### src/rtl/regfile_pkg.sv
// Shared constants and port identifiers for the register-file write scheduler.
package regfile_pkg;

    localparam int unsigned NREGS = 8;
    localparam int unsigned AW    = 3;
    localparam int unsigned DW    = 8;

    // Identifies a write producer; used for the round-robin priority and grants.
    typedef enum logic {
        PORT_ALU = 1'b0,
        PORT_MEM = 1'b1
    } port_t;

endpackage

### src/rtl/rr_arb2.sv
// Two-request round-robin arbiter; the priority pointer moves to the loser after every grant.
module rr_arb2
    import regfile_pkg::*;
(
    input  logic       CLK,
    input  logic       RESET,
    input  logic [1:0] req,
    output logic [1:0] gnt_c
);

    port_t prio;
    port_t prio_next;

    // Grant selection and next priority
    always_comb begin
        gnt_c     = 2'b00;
        prio_next = prio;
        if (req == 2'b11) begin
            gnt_c = (prio == PORT_ALU) ? 2'b01 : 2'b10;
        end else begin
            gnt_c = req;
        end
        if (gnt_c[0]) begin
            prio_next = PORT_MEM;
        end else if (gnt_c[1]) begin
            prio_next = PORT_ALU;
        end
    end

    always_ff @(posedge CLK) begin
        if (RESET) begin
            prio <= PORT_ALU;
        end else begin
            prio <= prio_next;
        end
    end

endmodule

### src/rtl/regfile_write_sched.sv
// Shares the register file write port between ALU writeback and load return,
// and tracks pending writes per register in a busy scoreboard.
module regfile_write_sched
    import regfile_pkg::*;
#(
    parameter int unsigned NREGS = regfile_pkg::NREGS,
    parameter int unsigned AW    = regfile_pkg::AW,
    parameter int unsigned DW    = regfile_pkg::DW
) (
    input  logic             CLK,
    input  logic             RESET,
    input  logic             ALU_VALID,
    input  logic [AW-1:0]    ALU_ADDR,
    input  logic [DW-1:0]    ALU_DATA,
    output logic             ALU_READY,
    input  logic             MEM_VALID,
    input  logic [AW-1:0]    MEM_ADDR,
    input  logic [DW-1:0]    MEM_DATA,
    output logic             MEM_READY,
    input  logic             RSV_VALID,
    input  logic [AW-1:0]    RSV_ADDR,
    output logic             WRITE,
    output logic [AW-1:0]    INADDRESS,
    output logic [DW-1:0]    INDATA,
    output logic [NREGS-1:0] BUSY,
    output logic             ERR
);

    logic [1:0]       gnt_c;
    logic             acc_c;
    logic [AW-1:0]    wr_addr_c;
    logic [DW-1:0]    wr_data_c;
    logic [NREGS-1:0] clr_c;
    logic [NREGS-1:0] set_c;
    logic             err_c;

    rr_arb2 u_arb (
        .CLK   (CLK),
        .RESET (RESET),
        .req   ({MEM_VALID, ALU_VALID}),
        .gnt_c (gnt_c)
    );

    assign ALU_READY = gnt_c[0] && !RESET;
    assign MEM_READY = gnt_c[1] && !RESET;

    // Winning write, scoreboard updates and protocol checks
    always_comb begin
        acc_c     = ALU_READY || MEM_READY;
        wr_addr_c = MEM_READY ? MEM_ADDR : ALU_ADDR;
        wr_data_c = MEM_READY ? MEM_DATA : ALU_DATA;
        clr_c     = '0;
        set_c     = '0;
        if (acc_c) begin
            clr_c = NREGS'(1) << wr_addr_c;
        end
        if (RSV_VALID) begin
            set_c = NREGS'(1) << RSV_ADDR;
        end
        err_c = (RSV_VALID && BUSY[RSV_ADDR] && !clr_c[RSV_ADDR]) ||
                (acc_c && !BUSY[wr_addr_c]);
    end

    // Set is applied after clear so a same-cycle reservation keeps the bit busy.
    always_ff @(posedge CLK) begin
        if (RESET) begin
            WRITE     <= 1'b0;
            INADDRESS <= '0;
            INDATA    <= '0;
            BUSY      <= '0;
            ERR       <= 1'b0;
        end else begin
            WRITE <= acc_c;
            if (acc_c) begin
                INADDRESS <= wr_addr_c;
                INDATA    <= wr_data_c;
            end
            BUSY <= (BUSY & ~clr_c) | set_c;
            if (err_c) begin
                ERR <= 1'b1;
            end
        end
    end

endmodule
### config.mk
export PLATFORM = sky130hd
export DESIGN_NAME = regfile_write_sched
export DESIGN_NICKNAME = d
export VERILOG_FILES = /design/src/rtl/regfile_pkg.sv /design/src/rtl/rr_arb2.sv /design/src/rtl/regfile_write_sched.sv
export SDC_FILE = /design/constraint.sdc
export NUM_CORES = 1
export LEC_CHECK = 0
export BUFFER_PORTS_ARGS = -buffer_cell sky130_fd_sc_hd__buf_2
export CORE_ASPECT_RATIO = 1.1
export CORE_MARGIN = 5
export CORE_UTILIZATION = 35
export CTS_CLUSTER_SIZE = 28
export DETAILED_ROUTE_END_ITERATION = 8
export GPL_ROUTABILITY_DRIVEN = 1
export GPL_TIMING_DRIVEN = 1
export PLACE_DENSITY_LB_ADDON = 0.08
export SLEW_MARGIN = 20
export SYNTH_ARGS = -nofsm -noshare
export SYNTH_HDL_FRONTEND = slang
export SYNTH_SLANG_ARGS = --single-unit
### constraint.sdc
create_clock -name CLK -period 1.5 [get_ports CLK]
set_input_delay 0.3 -clock CLK [delete_from_list [all_inputs] [get_ports CLK]]
set_output_delay 0.3 -clock CLK [all_outputs]
set_load 0.05 [all_outputs]
==> qor.txt <==
Syn Nets: 162
PnR worst setup slack: -0.1108 ns
Critical path startpoint category: flip-flop
CTS clk-pin slew, worst paths: 0.12 ns
Routed wire length: 3.378 mm
Finished Core Util: 55.62%
Worst-margin pin slew: 0.2370 ns
Die Wd: 65.16 microns
CP Launch Point: u_arb.prio
Final Hold Vio Count: 0
Post-Syn Area: 1171 sq um
Vias in the first global route: 1300
Netlist cell types: 31
Setup crit end: MEM_READY
Hold_buf cts: 0
RePlAce Congestion: 0.8886
Final min period: 1.611 ns
Worst hold path type: in -> reg
Worst skew pair latency: 0.30 ns
Root cell of the clock tree: clkbuf_4
Largest area contributor in the netlist: dfxtp_1
Num Clock Sinks: 22
VDD IR-drop max: 0.0005197 V
CP endpoint kind: output pin
Critical path data required time: 1.20 ns
Synth Instances: 132
RSZ-0062 raised after global routing: true
Area fraction of the dominant cell type after synthesis: 37.61%
Fraction of layout cells with a size suffix above 1: 50.48%
Die Area: 4605 sq um
Synthesized area per cell: 8.872 sq um
Antenna Nets Post-Route: 0
CP Max Fanout: 7
Place WS: -0.1751 ns
Max Clock Skew: 0.004294 ns
WS Path Type: reg -> out
Fin crit share: 107.4%
Area delta synth->final: 55.56%
Highest Clock Rate: 620.8 MHz
Residual DRC: 0
Initial Utilization: 35.75%
CTS tree: yes
R2R Path End: ERR
IO Count: 53
Reg2Reg Depth: 8
Crit path arrival time: 1.31 ns
FP Rows: 22
Wirelength per Cell: 13.84 microns
Reg area: 441.7 sq um
Antenna Diode Count: 0
Syn. warnings: 0
Fillcell total: 319
Number of max-cap violations: 0
Total CTS buffers: 3
Pins over their slew limit: 0
Post-synthesis sequential area ratio: 37.61%
Setup violators final: 7
Pin count of the biggest net entering global routing: 15
Slew HR: 83.86%
Synth top area cells: dfxtp_1 (38%), mux2i_1 (12%), a211oi_1 (5.8%)
Die H: 70.67 microns
PortBufs: 52
Iter 0 DRT Violations: 41
HPWL Detailed: 2.609 mm
Longest Clk Path Bufs: 2
Failing checks: negative setup slack
Pwr/cell area: 795.1 nW/um^2
Initial DRT Pass Iterations: 4
Global-route wire length before repair: 5.699 mm
GRT Residual Overflow: 0
H-tree levels: 1
Initial antenna violation count: 0
Via-to-Cell Ratio: 5.184
Reg2reg setup slack: -0.09 ns
Status: complete, but fails checks
Leak Pwr: 0.0008325 uW
Total power draw: 1449 uW
GRT Util Overall: 15.25%
R2R Path Start: u_arb.prio
Total Nets Final: 240
Number of synthesized register bits: 22
Multi-input gate area: 773.2 sq um
Core Area: 3276 sq um
Via count: 1265
routing by layer:
metal / global-route usage, % / vias up / part of all wire [%]
li1: - / 641 / -
met5: 0 / - / 0
met1: 19.26 / 583 / 44
met3: 3.492 / 6 / 6.5
met4: 5.069 / 0 / 1.4
met2: 25.57 / 35 / 48
layout make-up:
type | count | area share (%)
inverters | 4 | 1.236
clock buffers | 3 | 1.236
flip-flops and latches | 22 | 24.24
well taps | 36 | 2.473
multi-input cells | 100 | 42.45
repair buffers | 79 | 28.37
metrics by stage:
stage	hold slack (ns)	instance area, sq um	std cells	setup TNS, ns
after floorplan	0.4363	1189	132	-0.08417
after global placement	0.4835	1628	236	-0.8671
after detailed placement	0.4776	1628	236	-0.8540
after CTS	0.2618	1710	240	-0.5157
after global routing	0.2658	1822	244	-1.221
final	0.2612	1822	244	-0.4087
sequential cells by signal (all words and copies together), names as in the netlist:
name,cells
BUSY,8
ERR,1
INADDRESS,3
INDATA,8
WRITE,1
u_arb.prio,1
worst min-delay path by stage:
stage	start	endpoint	slack [ns]	cells past startpoint
after global placement	INADDRESS[0]	INADDRESS[0]	0.48	2
after global routing	MEM_DATA[2]	INDATA[2]	0.27	3
after floorplan	ALU_VALID	u_arb.prio	0.44	2
after CTS	MEM_DATA[7]	INDATA[7]	0.26	3
after detailed placement	INADDRESS[0]	INADDRESS[0]	0.48	2
final	MEM_DATA[0]	INDATA[0]	0.26	3
cells by family after synthesis:
family          count (synthesis)  synth area share [%]
flops                          22                 37.61
xor+xnor                        1                0.7480
buf+inv                        10                 3.846
simple gates                   46                 18.80
compound gates                 35                 20.30
mux                            18                 18.70
synthesized netlist by cell type (all sizes together):
library cell,n
o221ai,1
inv,4
nor3,1
o21ai,6
a22o,1
dfxtp,22
nand3,4
a32oi,1
nor2,18
o22ai,1
a22oi,3
buf,2
mux4,2
nand4bb,1
a221oi,3
a211oi,9
mux2,1
and2,1
xor2,1
nand2b,5
a21oi,7
clkbuf,4
mux2i,15
nand3b,3
nor2b,3
o31ai,2
nand2,10
o22a,1
worst max-delay path, cell delays in order, from the launching register on:
cell and delay, ns:
dfxtp_2 0.34, nand2b_4 0.13, nand3b_1 0.10, buf_6 0.15, inv_8 0.04, buf_6 0.11
buf_8 0.14
placed cells by master (no fill, tap or decap), types with 2 or more instances in the layout:
cell | synthesis | final
nand2b_1 | 5 | 3
clkbuf_4 | 0 | 3
nor2_1 | 18 | 18
o31ai_2 | 0 | 2
a211oi_1 | 9 | 9
a21oi_1 | 7 | 6
nor2b_1 | 3 | 3
buf_6 | 0 | 9
mux2i_1 | 14 | 14
buf_2 | 1 | 50
nand2_1 | 10 | 8
buf_4 | 1 | 18
dfxtp_1 | 22 | 21
o21ai_1 | 0 | 3
nand2b_4 | 0 | 2
nand3b_1 | 3 | 3
nand3_1 | 4 | 4
buf_8 | 0 | 2
inv_2 | 0 | 2
mux4_2 | 2 | 2
a221oi_1 | 3 | 3
nand2_2 | 0 | 2
a22oi_2 | 0 | 3
o21ai_0 | 6 | 2
repair_timing:
item | in CTS | in global routing
setup buffers | 1 | 5
setup endpoints to repair | 10 | 18
cloned | 0 | 0
gates resized for setup | 14 | 22
pin swaps | 6 | 11
power by group:
part	internal [uW]	switching, uW
combinational	210	318
sequential	626	23.8
clock	93.7	177
No activity file was read; power rests on OpenSTA's default activity.
